--- src/rtl/cr_osf_ob_gate_pkg.sv ---
// Shared types for the OSF outbound gate: debug modes,
// gate FSM states and the packed debug status word.
package cr_osf_ob_gate_pkg;

  localparam int OB_BV_W   = 4;
  localparam int OB_STAT_W = 24;

  typedef enum logic [1:0] {
    DBG_RUN      = 2'd0,
    DBG_HALT     = 2'd1,
    DBG_SSTEP    = 2'd2,
    DBG_STOP_EOB = 2'd3
  } osf_ob_dbg_mode_e;

  typedef enum logic [1:0] {
    ST_RUN    = 2'd0,
    ST_HALTED = 2'd1,
    ST_STEP   = 2'd2
  } osf_ob_gate_state_e;

  typedef struct packed {
    osf_ob_gate_state_e state;
    logic [3:0]         ss_credit;
    logic [1:0]         occ;
    logic [15:0]        pop_cnt;
  } ob_gate_dbg_stat_t;

endpackage

--- src/rtl/cr_osf_ob_skid.sv ---
// Two-entry FIFO-ordered skid buffer; entry 0 is the
// head and always drives the outbound word.
module cr_osf_ob_skid #(
  parameter int W = 69
) (
  input  logic         clk,
  input  logic         rst,
  input  logic         push_i,
  input  logic [W-1:0] din_i,
  input  logic         pop_i,
  output logic [W-1:0] dout_o,
  output logic         vld_o,
  output logic [1:0]   occ_o
);

  logic [W-1:0] e0_q, e0_d;
  logic [W-1:0] e1_q, e1_d;
  logic [1:0]   occ_q, occ_d;

  always_comb begin
    e0_d  = e0_q;
    e1_d  = e1_q;
    occ_d = occ_q;
    unique case ({push_i, pop_i})
      2'b10: begin
        if (occ_q == 2'd0) e0_d = din_i;
        else               e1_d = din_i;
        occ_d = occ_q + 2'd1;
      end
      2'b01: begin
        e0_d  = e1_q;
        occ_d = occ_q - 2'd1;
      end
      2'b11: begin
        // full and swapping: shift head out, new word to tail
        if (occ_q == 2'd2) begin
          e0_d = e1_q;
          e1_d = din_i;
        end else begin
          e0_d = din_i;
        end
      end
      default: ;
    endcase
  end

  always_ff @(posedge clk or posedge rst) begin
    if (rst) begin
      e0_q  <= '0;
      e1_q  <= '0;
      occ_q <= '0;
    end else begin
      e0_q  <= e0_d;
      e1_q  <= e1_d;
      occ_q <= occ_d;
    end
  end

  assign dout_o = e0_q;
  assign vld_o  = (occ_q != 2'd0);
  assign occ_o  = occ_q;

endmodule

--- src/rtl/cr_osf_ob_gate.sv ---
// OSF data-FIFO output gate: credit-limited pops into a
// skid buffer, debug run/halt/step control, count strobes.
module cr_osf_ob_gate
  import cr_osf_ob_gate_pkg::*;
#(
  parameter int DATA_W = 64,
  parameter int SSC_W  = 4,
  parameter int POPC_W = 16
) (
  input  logic              clk,
  input  logic              rst,
  input  logic              fifo_empty,
  output logic              fifo_rd,
  input  logic [DATA_W-1:0] fifo_rdata,
  input  logic              fifo_eob,
  input  logic [3:0]        fifo_bytes_vld,
  output logic              ob_valid,
  input  logic              ob_ready,
  output logic [DATA_W-1:0] ob_data,
  output logic              ob_eob,
  output logic [3:0]        ob_bytes_vld,
  input  logic [1:0]        dbg_mode,
  input  logic              single_step_rd,
  output logic              ob_bytes_cnt_stb,
  output logic [3:0]        ob_bytes_cnt_amt,
  output logic              ob_frame_cnt_stb,
  output logic [23:0]       dbg_stat
);

  localparam int EW = DATA_W + 5;
  localparam logic [SSC_W:0] CRED_MAX =
    {1'b0, {SSC_W{1'b1}}};

  osf_ob_gate_state_e state_q, state_d;
  logic               stop_q, stop_d;
  logic [SSC_W-1:0]   cred_q, cred_d;
  logic [POPC_W-1:0]  popc_q, popc_d;
  logic               inflight_q;
  logic               stb_q, frm_q;
  logic [3:0]         amt_q;

  logic          deq;
  logic          pop_en;
  logic          rd;
  logic          cap_eob;
  logic [1:0]    occ;
  logic [2:0]    fill;
  logic [EW-1:0] head;
  logic [SSC_W:0] csum;

  cr_osf_ob_skid #(.W(EW)) u_skid (
    .clk    (clk),
    .rst    (rst),
    .push_i (inflight_q),
    .din_i  ({fifo_eob, fifo_bytes_vld, fifo_rdata}),
    .pop_i  (deq),
    .dout_o (head),
    .vld_o  (ob_valid),
    .occ_o  (occ)
  );

  assign ob_eob       = head[EW-1];
  assign ob_bytes_vld = head[EW-2:DATA_W];
  assign ob_data      = head[DATA_W-1:0];

  assign deq  = ob_valid & ob_ready;
  assign fill = {1'b0, occ} + {2'b0, inflight_q};

  always_comb begin
    pop_en = 1'b0;
    unique case (state_q)
      ST_RUN:  pop_en = 1'b1;
      ST_STEP: pop_en = (cred_q != '0);
      default: pop_en = 1'b0;
    endcase
  end

  // a same-cycle dequeue frees a slot for this pop
  assign rd = ~rst & ~fifo_empty & pop_en &
              (fill < (3'd2 + {2'b0, deq}));
  assign fifo_rd = rd;

  assign cap_eob = inflight_q & fifo_eob;

  always_comb begin
    state_d = state_q;
    stop_d  = 1'b0;
    unique case (osf_ob_dbg_mode_e'(dbg_mode))
      DBG_RUN:   state_d = ST_RUN;
      DBG_HALT:  state_d = ST_HALTED;
      DBG_SSTEP: state_d = ST_STEP;
      DBG_STOP_EOB: begin
        stop_d  = stop_q | cap_eob;
        state_d = stop_d ? ST_HALTED : ST_RUN;
      end
      default: state_d = state_q;
    endcase
  end

  always_comb begin
    csum = {1'b0, cred_q} +
           {{SSC_W{1'b0}}, single_step_rd};
    if (rd && state_q == ST_STEP)
      csum = csum - 1'b1;
    if (csum > CRED_MAX)
      csum = CRED_MAX;
    cred_d = csum[SSC_W-1:0];
    if (state_q == ST_STEP && state_d != ST_STEP)
      cred_d = '0;
  end

  always_comb begin
    popc_d = popc_q;
    if (state_q != ST_RUN && state_d == ST_RUN)
      popc_d = '0;
    else if (rd && state_q != ST_RUN)
      popc_d = popc_q + 1'b1;
  end

  always_ff @(posedge clk or posedge rst) begin
    if (rst) begin
      state_q    <= ST_RUN;
      stop_q     <= 1'b0;
      cred_q     <= '0;
      popc_q     <= '0;
      inflight_q <= 1'b0;
    end else begin
      state_q    <= state_d;
      stop_q     <= stop_d;
      cred_q     <= cred_d;
      popc_q     <= popc_d;
      inflight_q <= rd;
    end
  end

  always_ff @(posedge clk or posedge rst) begin
    if (rst) begin
      stb_q <= 1'b0;
      amt_q <= '0;
      frm_q <= 1'b0;
    end else begin
      stb_q <= deq;
      amt_q <= deq ? ob_bytes_vld : 4'd0;
      frm_q <= deq & ob_eob;
    end
  end

  assign ob_bytes_cnt_stb = stb_q;
  assign ob_bytes_cnt_amt = amt_q;
  assign ob_frame_cnt_stb = frm_q;

  ob_gate_dbg_stat_t st;

  always_comb begin
    st.state     = state_q;
    st.ss_credit = 4'(cred_q);
    st.occ       = occ;
    st.pop_cnt   = 16'(popc_q);
  end

  assign dbg_stat = st;

endmodule
--- config.mk ---
export PLATFORM = sky130hd
export DESIGN_NAME = cr_osf_ob_gate
export DESIGN_NICKNAME = d
export VERILOG_FILES = /design/src/rtl/cr_osf_ob_gate_pkg.sv /design/src/rtl/cr_osf_ob_skid.sv /design/src/rtl/cr_osf_ob_gate.sv
export SDC_FILE = /design/constraint.sdc
export NUM_CORES = 1
export LEC_CHECK = 0
export ABC_AREA = 0
export CELL_PAD_IN_SITES_DETAIL_PLACEMENT = 1
export CELL_PAD_IN_SITES_GLOBAL_PLACEMENT = 1
export CORE_UTILIZATION = 30
export CTS_CLUSTER_DIAMETER = 150
export CTS_CLUSTER_SIZE = 24
export DETAILED_ROUTE_END_ITERATION = 10
export PLACE_DENSITY_LB_ADDON = 0.1
export SYNTH_ARGS = -nofsm -noshare
export SYNTH_HDL_FRONTEND = slang
export SYNTH_SLANG_ARGS = --single-unit
--- constraint.sdc ---
create_clock -name clk -period 8.4 [get_ports clk]
set_input_delay 2.1 -clock clk [delete_from_list [all_inputs] [get_ports clk]]
set_output_delay 2.1 -clock clk [all_outputs]
set_load 0.03 [all_outputs]
==> results by group <==
Status
  • Status: finished clean

Setup path
  • R2r setup slk: between 5000 and 6000 ps
  • Reg2reg path depth: 9
  • Critical path required time: 6300 ps
  • Slowest cell delay on critical path: between 700 and 800 ps
  • WS Path Type: in -> out
  • CP cell instances: clkdlybuf4s50_1 -> o21ai_1 -> o21a_1 -> nor2_1 -> clkdlybuf4s50_1
  • CP max-delay cell: clkdlybuf4s50_1
  • Crit-path max FO: 16
  • Startpoint types: input port
  • Arrival @ worst endpoint: between 4000 and 5000 ps
  • Crit. End Element: output port
  • CP most frequent cell: clkdlybuf4s50_1

Power
  • Clock power frac: 0.215
  • Switch Pwr: 1450 uW
  • Leak Pwr: 0.00409 uW
  • Pwr dens: 373 mW/mm^2
  • Sw frac: 0.393
  • Reg power frac: 0.370
  • IR drop worst, VDD: 136 uV
  • Int Power: about 2200 uW
  • Logic pwr share: 0.415

Timing
  • Final Hold Vio Count: 0
  • Final worst slack: between 2000 and 2500 ps
  • Setup violators final: 0
  • Final Max Tran Viols: 0
  • Final worst path period share: 0.731
  • Fmax: ~160 MHz
  • Final Critical Period: 6140 ps
  • Worst slew pin tran: approximately 1100 ps
  • Slew HR: 0.287
  • Post-Route Setup TNS: 0 ps
  • RSZ-0062 raised after global routing: no
  • Clock Skew: around 13 ps

Global routing
  • Total Routing Usage GR: 0.173
  • First-pass GRT wire length: approximately 33 mm
  • GRT overflow: 0
  • Number of global-route vias before repair: 5,966
  • Largest net degree at the start of global routing: between 100 and 150
  • Initial antenna violation count: 2

Drt
  • Drt wl/cell: 17.9 um
  • Post-route DRC: 0
  • Vias: 5,374
  • 1st-iter DRT viols: approximately 240
  • Final ANT Viol Nets: 0
  • Detailed-route wire length: ~20 mm
  • DRT Pass-1 Iters: 4
  • Avg Vias per Cell: 4.80

Cells and area
  • Layout area overhead: 37.0%
  • # fillers: ~2,600
  • Net count, final: roughly 870
  • Multi-input gate area: around 0.0028 sq mm
  • Share of layout cells above drive strength 1: 0.144
  • Register area: around 0.0043 sq mm
  • Final Core Density: 0.420

Clock tree
  • Clock Path Buffers: 2
  • Worst-Skew Late Latency: 430 ps
  • H-tree levels: 4
  • Clk sink count: 170
  • CTS buffer count: 17
  • Hold bufs inserted after CTS: 0
  • Reg clk slew, reported paths: roughly 70 ps
  • CTS tree: yes
  • Post-CTS Resized: 0
  • Clk Tree Root Cell: clkbuf_16
  • Setup Buffers After CTS: 0

Die
  • Site row count: 56
  • Ports: between 150 and 200
  • Chip height: between 150 and 200 um
  • Initial Util: 0.306
  • Die area: 0.0247 sq mm
  • Die width: ~160 um
  • Placeable Area: between 0.02 and 0.025 sq mm

Synth
  • Netlist cell types: 38
  • Post-synth top area cell: dfrtp_1
  • YS warnings: 0
  • Post-synth EDFFs: 0
  • Post-Synthesis Cells: ~630
  • Seq cells post-synth: 170
  • Mean area per synthesized cell: between 10 and 15 sq um
  • Synth Cell Area: roughly 0.0072 sq mm
  • Share of the synthesized area in the top cell type: 0.590
  • Most area-consuming cells after synthesis: dfrtp_1, mux2_2, a22oi_1, o21ai_0, nand2_1
  • Post-synth top flop: dfrtp_1
  • Synth async-reset ratio: 1.00
  • Syn Nets: between 700 and 800
  • Sequential fraction of the synthesis area: 0.590

Run
  • Max cap viols: 0

Worst hold path
  • Worst Hold Depth: 2
  • Hold WC Path Type: reg -> reg

Place
  • PortBufs: 176
  • Post-place setup slack: ~2300 ps
  • Final Wtd Congestion: 0.795
  • Final HPWL DP: between 10 and 15 mm
placed cells by master, fill, tap and decap left out, types with 2 or more instances in the layout:
cell and instances:
nor4b_1 2, nor4_1 6, inv_1 9, a311oi_1 3, clkbuf_16 17, a22oi_1 69, or2_2 3, nand2b_1 2
xor2_1 2, inv_6 6, o21ai_0 76, buf_4 6, and2_1 5, nor3b_1 4, dfrtp_1 170, a21oi_1 8
nor3_1 6, mux2_2 69, or3_1 4, ha_1 9, a21oi_4 2, nand2_1 78, or4b_1 2, nand3_1 5
xnor2_1 15, nand4_1 3, nor2_1 22, inv_8 4, clkdlybuf4s50_1 176
area by class of cell:
cell class              count  area share
repair buffers            182       0.183
inverters                  10     0.00430
clock inverters            14      0.0158
multi-input cells         406       0.282
flip-flops and latches    170       0.430
clock buffers              18      0.0434
well taps                 319      0.0404
diodes                      1    0.000253
metrics by stage:
step / hold slack [ps] / cell area (sq um) / power, uW / cells
finish: 481 / 9880 / 3690 / 1120
global route: 491 / 9880 / 3940 / 1119
CTS: 486 / 9880 / 3750 / 1119
detailed placement: 470 / 9290 / 2930 / 1087
global placement: 464 / 9290 / 2870 / 1087
floorplan: 461 / 7220 / 2310 / 628
registers in the layout (all words and copies together) (netlist names):
register,flops
cred_q,4
ob_bytes_cnt_amt,4
state_q,2
inflight_q,1
popc_q,16
u_skid.dout_o,69
u_skid.occ_o,2
u_skid.e1_q,69
ob_bytes_cnt_stb,1
ob_frame_cnt_stb,1
stop_q,1
path summary, 6_finish.rpt:
check | from | to
min in group asynchronous | rst | cred_q[0]$_DFF_PP0_
max in group asynchronous | rst | u_skid.e1_q[38]$_DFFE_PP0P_
min | u_skid.dout_o[12]$_DFFE_PP0P_ | u_skid.dout_o[12]$_DFFE_PP0P_
min reg2reg | u_skid.dout_o[12]$_DFFE_PP0P_ | u_skid.dout_o[12]$_DFFE_PP0P_
max reg2reg | u_skid.occ_o[0]$_DFFE_PP0P_ | u_skid.dout_o[2]$_DFFE_PP0P_
max | ob_ready | fifo_rd
Yosys cell counts, drive strengths merged (2+ instances only):
master	number
inv	10
or4b	2
nor4	7
and2	5
a21oi	10
nand2	78
or3	4
xnor2	15
a22oi	69
nor3	6
xor2	2
a311oi	3
o21ai	77
nor4b	2
nor2	22
mux2	69
nand2b	2
nand3	5
or2	3
nor3b	4
nand4	3
clkbuf	34
dfrtp	170
ha	9
buf	8
power groups by stage:
stage | clock network [uW] | registers [uW] | logic, uW
after floorplan | 0 | 1660 | 651
after global placement | 0 | 1360 | 1510
after detailed placement | 0 | 1380 | 1550
after CTS | 824 | 1370 | 1560
after global routing | 858 | 1420 | 1660
final | 795 | 1370 | 1530
cell families after synthesis:
kind of cell / after synthesis / synth area share
DFF: 170 / 0.590
AOI/OAI and AO/OA: 164 / 0.142
and+or+nand+nor: 146 / 0.0949
muxes: 70 / 0.109
buffers and inverters: 52 / 0.0284
xor gates and xnor gates: 17 / 0.0206
adders and majority gates: 9 / 0.0156
metal layers:
| metal | vias to the layer above | part of all wire | wire [um] | track usage |
|---|---|---|---|---|
| li1 | 2555 | - | - | - |
| met1 | 2666 | 0.45 | 8960 | 0.221 |
| met2 | 123 | 0.48 | 9680 | 0.282 |
| met3 | 28 | 0.051 | 1020 | 0.0449 |
| met4 | 2 | 0.017 | 332 | 0.0592 |
| met5 | - | 0.00045 | 9 | 0 |
worst max-delay path, delay by kind of cell:
kind | cells | cell delay [ps]
buf+inv | 2 | 1170
compound gates | 2 | 480
simple gates | 1 | 280
Note: power is estimated with default switching activity, not from simulation.
